**config.mk**
```make
export PLATFORM = sky130hd
export DESIGN_NAME = demux_1to4_stream
export DESIGN_NICKNAME = d
export VERILOG_FILES = /design/src/rtl/demux_1to4_stream.sv
export SDC_FILE = /design/constraint.sdc
export NUM_CORES = 1
export LEC_CHECK = 0
export ABC_AREA = 1
export CAP_MARGIN = 20
export CORE_MARGIN = 2
export CORE_UTILIZATION = 34
export CTS_BUF_LIST = sky130_fd_sc_hd__clkbuf_8
export DETAILED_ROUTE_END_ITERATION = 7
export HOLD_SLACK_MARGIN = 0.15
export PLACE_DENSITY = 0.83
export SYNTH_ARGS = -nofsm -noshare
export SYNTH_HDL_FRONTEND = slang
export SYNTH_SLANG_ARGS = --single-unit
```
**constraint.sdc**
```tcl
create_clock -name clk -period 1.1 [get_ports clk]
set_input_delay 0.22 -clock clk [delete_from_list [all_inputs] [get_ports clk]]
set_output_delay 0.22 -clock clk [all_outputs]
set_load 0.05 [all_outputs]
```
**src/rtl/demux_1to4_stream.sv**
```systemverilog
// ============================================================================
// Module   : demux_1to4_stream
// Brief    : Registered 1-to-4 stream demultiplexer with a one-entry holding
//            stage. Optional per-lane delivery counters via DEMUX_1TO4_COUNT_EN.
// Revision : 1.0 - initial release
// ============================================================================
`default_nettype none

module demux_1to4_stream #(
    parameter int WIDTH = 8
) (
    input  logic             clk,
    input  logic             rst_n,
    input  logic             in_valid,
    output logic             in_ready,
    input  logic [WIDTH-1:0] in_data,
    input  logic [1:0]       selection,
    output logic [3:0]       out_valid,
    input  logic [3:0]       out_ready,
    output logic [WIDTH-1:0] out_data
`ifdef DEMUX_1TO4_COUNT_EN
    ,
    input  logic             cnt_clear,
    output logic [31:0]      lane_count
`endif
);

    localparam logic [0:0] c_EMPTY = 1'b0;
    localparam logic [0:0] c_FULL  = 1'b1;

    logic [0:0]       r_state;
    logic [WIDTH-1:0] r_data;
    logic [1:0]       r_sel;

    logic             w_accept;
    logic             w_deliver;
    logic             w_sel_ready;
    logic [0:0]       w_state_nxt;

    // Only the selected lane's ready matters; others are ignored by design.
    assign w_sel_ready = out_ready[r_sel];
    assign in_ready    = (r_state == c_EMPTY) || w_sel_ready;
    assign w_accept    = in_valid && in_ready;
    assign w_deliver   = (r_state == c_FULL) && w_sel_ready;
    assign out_data    = r_data;

    always_comb begin
        w_state_nxt = r_state;
        if (w_accept) begin
            w_state_nxt = c_FULL;
        end else if (w_deliver) begin
            w_state_nxt = c_EMPTY;
        end
    end

    always_ff @(posedge clk or negedge rst_n) begin
        if (!rst_n) begin
            r_state <= c_EMPTY;
            r_data  <= '0;
            r_sel   <= 2'b00;
        end else begin
            r_state <= w_state_nxt;
            if (w_accept) begin
                r_data <= in_data;
                r_sel  <= selection;
            end
        end
    end

    generate
        for (genvar gi = 0; gi < 4; gi++) begin : g_lane
            assign out_valid[gi] = (r_state == c_FULL) && (r_sel == 2'(gi));

`ifdef DEMUX_1TO4_COUNT_EN
            logic [7:0] r_cnt;

            // Clear wins over a same-edge delivery; counts saturate at 8'hFF.
            always_ff @(posedge clk or negedge rst_n) begin
                if (!rst_n) begin
                    r_cnt <= 8'h00;
                end else if (cnt_clear) begin
                    r_cnt <= 8'h00;
                end else if (out_valid[gi] && out_ready[gi] && (r_cnt != 8'hFF)) begin
                    r_cnt <= r_cnt + 8'h01;
                end
            end

            assign lane_count[8*gi +: 8] = r_cnt;
`endif
        end
    endgenerate

endmodule

`default_nettype wire

```
# ---- After elaboration in Yosys (flattened, before gate mapping)
# Cells that the tools add are included.
# Widths: inputs -> output; s select.
dict set report classes {
  muxes 4
  n_reduce_logical 9
  n_eq_ne 3
  order_cmp 1
  bitwise_logic 1
}
# op count
set op_table {}
lappend op_table {{$logic_and 1x1->1} 6}
lappend op_table {{$eq 2x2->1 const B} 2}
lappend op_table {{$lt 2x3->1 const B} 1}
lappend op_table {{$mux 1} 3}
lappend op_table {{$bmux 1 s2} 1}
lappend op_table {{$eq 2x1->1 const B} 1}
lappend op_table {{$logic_not 2->1} 1}
lappend op_table {{$reduce_bool 2->1} 1}
lappend op_table {{$logic_or 1x1->1} 1}
lappend op_table {{$not 1->1} 1}
dict set report word_totals {
  out_inout_bits 13
  in_bits 17
  ff_bits 11
  elab_cells 21
}

# ---- Depth between registers and ports, before layout
# Gate-level depths: netlist of the first run.
dict set report depth {
  depth_word 5
  depth_mapped 9
  mapped_depth_nobuf 8
}

# ---- Least setup slack after synthesis of the first run
# OpenSTA, ideal clock, no wires.
dict set report synth_timing {
  path_type {flip-flop to output port}
  start {register r_sel[0]}
  end {output out_valid[1]}
  arrival_ps 1545
  slack_ps -665
  path_stages_with_launch 3
  n_path_buf 0
  t_required_ps 880
  cell_sequence {dfrtp_1 inv_2 nor3_1}
}
dict set report synth_between {
  elab_chain_cells 2
}
# element line
set synth_lines {}
lappend synth_lines {{start: declaration} 33} ;# logic [1:0] r_sel;
lappend synth_lines {{start signal: assignment} 65} ;# r_sel <= selection;
lappend synth_lines {{$eq 2x1->1} 72} ;# assign out_valid[gi] = (r_state == c_FULL) && (r_sel == 2'(gi));
lappend synth_lines {{$logic_and 1x1->1} 72}
lappend synth_lines {{end: declaration} 18} ;# output logic [3:0] out_valid,
# No other way between the ends.

# ---- Worst setup path in the final report of the first run
dict set report layout_timing {
  start {register r_sel[0]}
  end {output in_ready}
}
dict set report layout_between {
  elab_chain_cells 3
}
# element line
set layout_lines {}
lappend layout_lines {{$bmux 1 s2} 41} ;# assign w_sel_ready = out_ready[r_sel];
lappend layout_lines {{$mux 1 (implied by the code)} 41}
lappend layout_lines {{$logic_or 1x1->1} 42} ;# assign in_ready = (r_state == c_EMPTY) || w_sel_ready;
lappend layout_lines {{end: declaration} 15} ;# output logic in_ready,
# No other way between the ends. The select of a mux whose other input is x is not followed.

==> metrics.cfg, run 1 <==
[worst_setup_path]
rrSetupSlack_ns = -0.23
required_ns = 0.88
critPathTopFamily = flip-flops
worstPathArrival_ns = 1.21
end_kind = output port
crit_chain = inv_4 -> nand2_2 -> nand2_1 -> nand2_1 -> nand3_2 -> buf_12
critPathSlowestCell = dfrtp_2
cp_slowest_stage_delay_ns = 0.44
worst-setup-path-type = register to output port
cp-start-kind = register
r2r_start = r_sel[0]
cp_num_cells = 6
crit_fanout = 5
path_buf_inv = 2
timing.critical_path.mode_cell = nand2_1
rr_worst_depth = 9
timing.rr.end = out_data[3]
crit_end = in_ready
cp-startpoint = r_sel[0]

[finish]
fillCellCount = 71
fin_cells = 117
drive_gt1_frac = 0.4412
area_delta_synth_final_pct = 128.5
final_cell_mix = 23 x nand2_1, 16 x clkdlybuf4s50_1, 13 x buf_12, 9 x dfrtp_1, 7 x nand3_1
antennaDiodeCount = 0
finalNetCount = 120
multi_input_area_sq_um = 284.0
final_area_sq_mm = 0.001152
layout_commonest_cell = nand2_1
register_area_sq_um = 277.8

[global_route]
grt_max_degree = 12
grt_pass1_wl_mm = 2.622
groute.usage.overall = 0.1991
grt_pass1_vias = 599
antenna_found_initial = 0
overflow = 0

[routing]
vias = 593
drc = 0
wl_per_cell_um = 15.09
drt-initial-drc-count = 15
drt-total-wl_mm = 1.765
ant_nets = 0
vias_per_cell = 5.068
firstDrtPassIters = 4

[sta]
setup_viol = 16
setup_tns_ns = -3.804
setup_slack_ns = -0.3303
post-route-period-util = 1.300
max_clock_freq_mhz = 699.2
slew_headroom = 0.7624
rsz0062_at_grt = yes
tightest_slew_ns = 0.3561
clock-skew-final_ns = 0.005895
hold_violations = 0
fin_crit_ns = 1.430
slew_viol_final = 0

[die]
fp-row-count = 13
coreArea_sq_mm = 0.001350
io_pins = 30
chipHeight_um = 42.51
die_area_sq_mm = 0.001807
initial_core_util = 0.3735
die_w_um = 42.51

[outcome]
outcome = finished with violations
violations = negative setup slack

[synth]
synth_cell_types = 11
avgSynthCellArea_sq_um = 8.133
synthCells = 62
synth-seq-cells = 11
yosysSeqAreaShare = 0.5459
syn-num-nets = 79
synth_area_sq_um = 504.2
synth-warning-count = 0

[hold_path]
hold_path_class = primary input to asynchronous set/reset pin

[power]
p_sw_frac = 0.4720
p_clk_frac = 0.092
switchingPower_mw = 2.022
p_seq_frac = 0.210
power_mw = 4.285
irDropWorstVdd_v = 0.002262
leakage_nw = 0.5467
pwr-share-comb = 0.698
p_int_mw = 2.262
power_density_mw_per_mm2 = 3718

[clock_network]
htree_levels = 1
cts_tree = done
clk_path_buf_depth = 2
cts_buffers = 3
numClockSinks = 11
clkLatencyLatePin_ns = 0.24
clk_pin_slew_ns = 0.05
holdBufCountCts = 0
cts_root_buffer = clkbuf_8

[placement]
place.gp.congestion = 0.7725
post-place-ws_ns = -0.3185
dpl.hpwl_mm = 1.111
place_inst = 111
placed_area_sq_mm = 0.001033
portBuffers = 29

[flow_run]
maxCapViolCount = 0

## worst min-delay path by stage
stage | from | to | slack (ns) | cells past startpoint
2_1_floorplan | rst_n | out_data[0] | -0.08 | 0
6_report | rst_n | out_data[3] | 0.28 | 2
3_3_place_gp | rst_n | out_data[0] | 0.53 | 2
4_1_cts | rst_n | out_data[3] | 0.28 | 2
5_1_grt | rst_n | out_data[3] | 0.29 | 2
3_5_place_dp | out_data[2] | out_data[2] | 0.52 | 2
## cells in the mapped netlist
library cell  count  area, sq um
buf_1             1        3.750
buf_4             1        7.510
buf_6             1        11.26
dfrtp_1          11        275.3
inv_1             2        7.510
inv_2             1        3.750
nand2_1          29        108.9
nand2_2           1        6.260
nand3_1          10        50.05
nand3_2           1        10.01
nor3_1            4        20.02
## layer usage
layer / up-vias / wire (um) / GRT usage
met2: 41 / 1022 / 0.3785
met3: 2 / 151 / 0.02586
li1: 276 / - / -
met4: 0 / 4 / 0.07500
met1: 274 / 586 / 0.2201
met5: - / 0 / 0
## state kept, by name (all words and copies together) (netlist names)
signal / count
r_state: 1
r_sel: 2
out_data: 8
## cell families after synthesis
family	count (synthesis)	share of synthesized area
buf+inv	6	0.06699
simple gates	45	0.3871
flops	11	0.5459
## area by class of cell
cell class | count | area share
repair buffers | 39 | 0.4430
multi-input cells | 45 | 0.2465
flip-flops and latches | 11 | 0.2410
clock buffers | 3 | 0.03583
well taps | 15 | 0.01629
inverters | 3 | 0.01412
clock inverters | 1 | 0.003257
## timing repair
| item | 4_1_cts | 5_1_grt |
|---|---|---|
| hold endpoints to repair | 0 | 0 |
| gates cloned | 1 | 0 |
| setup endpoints to repair | 16 | 16 |
| setup buffers | 1 | 0 |
| resized for setup | 9 | 7 |
| pin swaps | 4 | 2 |
## per-stage QoR
step / utilization / hold slack (ns)
final: 0.8536 / 0.2786
after global routing: 0.8536 / 0.2945
after CTS: 0.8341 / 0.2836
after detailed placement: 0.7655 / 0.5212
after global placement: 0.7655 / 0.5261
after floorplan: - / -0.07559
## power by group through the flow
stage / sequential [mW] / combinational (mW) / clock [mW]
floorplan: 1.29 / 0.955 / 0
global placement: 0.874 / 2.65 / 0
detailed placement: 0.870 / 2.70 / 0
CTS: 0.878 / 2.91 / 0.395
global route: 0.922 / 3.12 / 0.413
finish: 0.900 / 2.99 / 0.394
No activity file was read; power rests on OpenSTA's default activity.
==> run 2, diff against run 1 <==
--- a/config.mk
+++ b/config.mk
@@ -7,12 +7,15 @@
 export LEC_CHECK = 0
 export ABC_AREA = 1
 export CAP_MARGIN = 20
+export CELL_PAD_IN_SITES_DETAIL_PLACEMENT = 1
+export CELL_PAD_IN_SITES_GLOBAL_PLACEMENT = 1
+export CORE_ASPECT_RATIO = 0.6
 export CORE_MARGIN = 2
-export CORE_UTILIZATION = 34
+export CORE_UTILIZATION = 23
 export CTS_BUF_LIST = sky130_fd_sc_hd__clkbuf_8
 export DETAILED_ROUTE_END_ITERATION = 7
 export HOLD_SLACK_MARGIN = 0.15
-export PLACE_DENSITY = 0.83
+export PLACE_DENSITY = 0.82
 export SYNTH_ARGS = -nofsm -noshare
 export SYNTH_HDL_FRONTEND = slang
 export SYNTH_SLANG_ARGS = --single-unit
==> run 2 against run 1 <==
Compared with the run above:
- the run still ends with negative setup slack left
- sequential share of layout area shrank 0.23 points
- setup slack lost 0.015 ns
- combinational power shrank 1%
- final cell count grew 13%
- critical path type unchanged
- largest cell class unchanged
- highest routed layer unchanged
==> metrics.cfg, run 2 (synthesis gave the netlist of run 1 again) <==
[sta]
setup_tns_ns = -4.337  ; -0.5324 ns
max_clock_freq_mhz = 692.1  ; -1.0%
fin_crit_ns = 1.445  ; +0.01462 ns
tightest_slew_ns = 0.3311  ; -0.02495 ns
slew_viol_final = 0  ; unchanged
hold_violations = 0  ; unchanged
rsz0062_at_grt = yes
clock-skew-final_ns = 0.006426  ; +0.0005316 ns
setup_viol = 16  ; unchanged
post-route-period-util = 1.314  ; +0.01329
setup_slack_ns = -0.3449  ; -0.01462 ns
slew_headroom = 0.7790  ; +0.01665

[power]
irDropWorstVdd_v = 0.001250  ; -45%
power_density_mw_per_mm2 = 3637  ; -2.2%
leakage_nw = 0.5423  ; -0.80%

[finish]
area_delta_synth_final_pct = 130.8
final_cell_mix = 24 x nand2_1, 16 x clkdlybuf4s50_1, 14 x buf_12, 10 x nand3_1, 9 x dfrtp_1
finalNetCount = 120  ; unchanged
largest_reg_flops = 8  ; unchanged
layout_commonest_cell = nand2_1
antennaDiodeCount = 0  ; unchanged
fillCellCount = 232  ; +230%
drive_gt1_frac = 0.4118  ; -0.02941
final_util = 0.5503  ; -0.3033

[clock_network]
clk_pin_slew_ns = 0.05  ; about the same
cts_root_buffer = clkbuf_8
htree_levels = 1  ; unchanged
clk_path_buf_depth = 2  ; unchanged
numClockSinks = 11  ; unchanged
cts_buffers = 3  ; unchanged
cts_tree = done
clkLatencyLatePin_ns = 0.24  ; about the same

[global_route]
antenna_found_initial = 0  ; unchanged
grt_max_degree = 12  ; unchanged
groute.usage.overall = 0.1508  ; -0.04827
grt_pass1_vias = 544  ; -9.2%
grt_pass1_wl_mm = 2.587  ; -1.3%
overflow = 0  ; unchanged

[routing]
drt-initial-drc-count = 28  ; +13
vias_per_cell = 4.371  ; -14%
firstDrtPassIters = 2  ; -2
drt-total-wl_mm = 1.762  ; -0.17%
ant_nets = 0  ; unchanged
drc = 0  ; unchanged
vias = 577  ; -2.7%
wl_per_cell_um = 13.35  ; -12%

[worst_setup_path]
worstPathArrival_ns = 1.22  ; about the same
worst-setup-path-type = register to output port
end_kind = output port
rrSetupSlack_ns = -0.25  ; -0.02 ns
required_ns = 0.88  ; about the same
cp-start-kind = register
crit_fanout = 4  ; -1

[flow_run]
maxCapViolCount = 0  ; unchanged

[die]
die_area_sq_mm = 0.002595  ; +44%
coreArea_sq_mm = 0.002115  ; +57%
fp-row-count = 13  ; unchanged
die_w_um = 64.45  ; +52%
initial_core_util = 0.2385  ; -0.1350
io_pins = 30  ; unchanged
chipHeight_um = 40.27  ; -5.3%

[outcome]
outcome = finished with violations
violations = negative setup slack

[hold_path]
hold_path_class = primary input to asynchronous set/reset pin

[placement]
place.gp.congestion = 0.6697  ; -13%
portBuffers = 29  ; unchanged
dpl.hpwl_mm = 1.372  ; +24%

==> run 2: worst paths after layout <==
| path | startpoint | to | cells after the start |
|---|---|---|---|
| max | r_sel[1] | out_valid[1] | 3 |
| min | rst_n | out_data[7] | 2 |
| max reg2reg | r_sel[0] | out_data[5] | 9 |
| min reg2reg | out_data[3] | out_data[3] | 2 |
| max in group asynchronous | rst_n | r_sel[0] | 2 |
| min in group clk | selection[0] | r_sel[0] | 3 |
==> run 2: critical path, cell delays in order, from the launching register on <==
cell     delay (ns)
dfrtp_2        0.46
buf_12         0.15
nor3_4         0.21
buf_12         0.16
==> run 2: timing repair <==
action                     in CTS  in global routing
pin swaps                       2                  4
hold buffers                    0                  0
setup buffers                   2                  2
gates resized for setup         2                  7
setup endpoints to repair      16                 16
==> run 2: cell type report <==
cell class / instances / area (sq um) / share of cell area
repair buffers: 39 / 511.7 / 0.4398
inverters: 3 / 16.27 / 0.01398
clock buffers: 3 / 41.29 / 0.03548
clock inverters: 1 / 5.005 / 0.004301
well taps: 30 / 37.54 / 0.03226
multi-input cells: 45 / 274.0 / 0.2355
flip-flops and latches: 11 / 277.8 / 0.2387
==> run 2: power by group <==
part | switching [mW] | internal (mW) | total, mW | leakage, nW
Combinational | 1.56 | 1.40 | 2.95 | 0.385
Sequential | 0.257 | 0.612 | 0.868 | 0.132
Clock | 0.159 | 0.249 | 0.409 | 0.0255
==> run 2: metal layers <==
layer / track usage / vias to the layer above / share of wire
met2: 0.2578 / 20 / 0.51
li1: - / 277 / -
met5: 0 / - / 0
met3: 0.08427 / 4 / 0.076
met1: 0.1615 / 276 / 0.40
met4: 0.06383 / 0 / 0.014
==> run 2: metrics by stage <==
stage | area [sq um] | instances | setup WS (ns) | total power, mW | hold WS, ns
6_report | 1164 | 132 | -0.3449 | 4.232 | 0.2756
5_1_grt | 1164 | 132 | -0.4004 | 4.448 | 0.2855
4_1_cts | 1124 | 130 | -0.3579 | 4.139 | 0.2751
3_5_place_dp | 1050 | 124 | -0.3898 | 3.602 | 0.5258
3_3_place_gp | 1050 | 124 | -0.3138 | 3.534 | 0.5239
2_1_floorplan | 564.3 | 62 | -0.1191 | 2.250 | -0.07559
==> run 3, diff against run 2 <==
--- a/config.mk
+++ b/config.mk
@@ -14,6 +14,7 @@
 export CORE_UTILIZATION = 23
 export CTS_BUF_LIST = sky130_fd_sc_hd__clkbuf_8
 export DETAILED_ROUTE_END_ITERATION = 7
+export GPL_TIMING_DRIVEN = 0
 export HOLD_SLACK_MARGIN = 0.15
 export PLACE_DENSITY = 0.82
 export SYNTH_ARGS = -nofsm -noshare
==> run 3 against run 2 <==
Compared with the run above:
- the flow still finishes with violations (negative setup slack)
- utilization is 6.9 points lower
- first-iteration DRC count is 43% lower
- total power is 12% lower
- non-clock buffer count is 1 higher
- cell area is 13% lower
- final cell count is 0.76% higher
- critical endpoint is now in_ready
==> metrics.cfg, run 3 (synthesis gave the netlist of run 1 again) <==
[die]
coreArea_sq_mm = 0.002115  ; unchanged
chipHeight_um = 40.27  ; unchanged
initial_core_util = 0.2385  ; unchanged
io_pins = 30  ; unchanged
fp-row-count = 13  ; unchanged
die_w_um = 64.45  ; unchanged
die_area_sq_mm = 0.002595  ; unchanged

[worst_setup_path]
critPathTopFamily = flip-flops
required_ns = 0.88  ; about the same
worst-setup-path-type = register to output port
rr_worst_depth = 11  ; +2
cp-start-kind = register
critPathSlowestCell = dfrtp_2
crit_chain = inv_4 -> nand2_2 -> nand2_2 -> nand2_2 -> nand3_2 -> buf_8 -> buf_8
rrSetupSlack_ns = -0.36  ; -0.11 ns
r2r_start = r_sel[0]
worstPathArrival_ns = 1.31  ; +0.09 ns
timing.rr.end = out_data[6]
cp_slowest_stage_delay_ns = 0.45  ; about the same
path_buf_inv = 3  ; +1
crit_fanout = 6  ; +2
end_kind = output port
timing.critical_path.mode_cell = nand2_2

[sta]
fin_crit_ns = 1.534  ; +0.08871 ns
rsz0062_at_grt = yes
post-route-period-util = 1.394  ; +0.08064
setup_viol = 16  ; unchanged
slew_headroom = 0.6489  ; -0.1301
max_clock_freq_mhz = 652.1  ; -5.8%
setup_slack_ns = -0.4336  ; -0.08871 ns
clock-skew-final_ns = 0.004164  ; -0.002262 ns
tightest_slew_ns = 0.5250  ; +0.1938 ns
slew_viol_final = 0  ; unchanged
hold_violations = 0  ; unchanged

[finish]
final_cell_mix = 24 x nand2_1, 16 x clkdlybuf4s50_1, 10 x nand3_1, 9 x buf_6, 9 x dfrtp_1
drive_gt1_frac = 0.4175  ; +0.005711
fin_cells = 133  ; +0.76%
multi_input_area_sq_um = 257.7  ; -5.9%
layout_commonest_cell = nand2_1
final_area_sq_mm = 0.001017  ; -13%
register_area_sq_um = 277.8  ; unchanged
fillCellCount = 249  ; +7.3%
largest_reg_flops = 8  ; unchanged
finalNetCount = 121  ; +0.83%
antennaDiodeCount = 0  ; unchanged
area_delta_synth_final_pct = 101.7

[clock_network]
htree_levels = 1  ; unchanged
numClockSinks = 11  ; unchanged
cts_root_buffer = clkbuf_8
clk_pin_slew_ns = 0.05  ; about the same
cts_buffers = 3  ; unchanged
clk_path_buf_depth = 2  ; unchanged
clkLatencyLatePin_ns = 0.24  ; about the same
cts_tree = done

[hold_path]
hold_path_class = primary input to asynchronous set/reset pin

[routing]
firstDrtPassIters = 4  ; +2
wl_per_cell_um = 14.89  ; +12%
drc = 0  ; unchanged
drt-initial-drc-count = 16  ; -43%
ant_nets = 0  ; unchanged
drt-total-wl_mm = 1.980  ; +12%
vias_per_cell = 4.383  ; +0.28%
vias = 583  ; +1.0%

[power]
power_density_mw_per_mm2 = 3645  ; +0.22%
leakage_nw = 0.4939  ; -8.9%
irDropWorstVdd_v = 0.001158  ; -7.4%

[placement]
place.gp.congestion = 0.6660  ; -0.55%
place_inst = 121  ; -2.4%
placed_area_sq_um = 892.1  ; -15%
dpl.hpwl_mm = 1.297  ; -5.5%
portBuffers = 29  ; unchanged

[global_route]
grt_max_degree = 12  ; unchanged
grt_pass1_vias = 589  ; +8.3%
grt_pass1_wl_mm = 2.994  ; +16%
antenna_found_initial = 0  ; unchanged
groute.usage.overall = 0.1673  ; +0.01647
overflow = 0  ; unchanged

[flow_run]
maxCapViolCount = 0  ; unchanged

[outcome]
outcome = finished with violations
violations = negative setup slack

[run 3: worst reg2reg max path: stages, from the launching register on]
cell and delay (ns):
dfrtp_2 0.46, inv_4 0.09, nand2_2 0.05, nand2_2 0.06
nand2_2 0.06, nand3_2 0.11, buf_4 0.12, buf_6 0.10
nand2_4 0.06, buf_6 0.13, nand2_1 0.06, nand2_1 0.05
[run 3: worst max path at each step]
| stage | startpoint | to | slack, ns | depth (start not counted) |
|---|---|---|---|---|
| 3_5_place_dp | out_ready[2] | in_ready | -1.09 | 7 |
| 6_report | r_sel[0] | in_ready | -0.43 | 7 |
| 2_1_floorplan | r_sel[0] | out_data[0] | -0.12 | 9 |
| 4_1_cts | r_sel[0] | in_ready | -0.41 | 7 |
| 5_1_grt | r_sel[0] | in_ready | -0.50 | 7 |
| 3_3_place_gp | out_ready[3] | in_ready | -1.03 | 7 |
[run 3: timing repair]
action | CTS | global route
pin swaps | 3 | 2
setup buffers | 6 | 1
cloned | 1 | 0
endpoints found under the setup margin | 24 | 19
hold buffers | 0 | 0
resized for setup | 83 | 10
[run 3: final cells by class]
cell class                 instances  share of cell area
inverter                           3             0.01968
tap                               30             0.03690
clock buffer                       3             0.04059
multi-input combinational         45              0.2534
clock inverter                     1            0.004920
timing repair buffer              37              0.3419
sequential                        11              0.2731
buffer                             3             0.02952
[run 3: report_power, final]
part / internal (mW) / switching, mW
Sequential: 0.611 / 0.215
Combinational: 0.925 / 1.55
Clock: 0.249 / 0.159
[run 3: per-stage QoR]
step | power, mW | util | setup WS (ns) | hold slack, ns | TNS, ns
3_3_place_gp | 2.865 | 0.4219 | -1.033 | 0.4554 | -8.681
2_1_floorplan | 2.250 | - | -0.1191 | -0.07559 | -1.602
3_5_place_dp | 2.943 | 0.4219 | -1.086 | 0.4625 | -9.593
5_1_grt | 3.903 | 0.4811 | -0.5020 | 0.3686 | -6.908
4_1_cts | 3.565 | 0.4651 | -0.4099 | 0.3342 | -4.308
6_report | 3.708 | 0.4811 | -0.4336 | 0.3273 | -5.538
[run 3: metal layers]
layer	track usage	up-vias	part of all wire
met3	0.05618	0	0.061
met5	0	-	0
met1	0.1932	286	0.42
li1	-	278	-
met2	0.3255	19	0.52
met4	0.01596	0	0
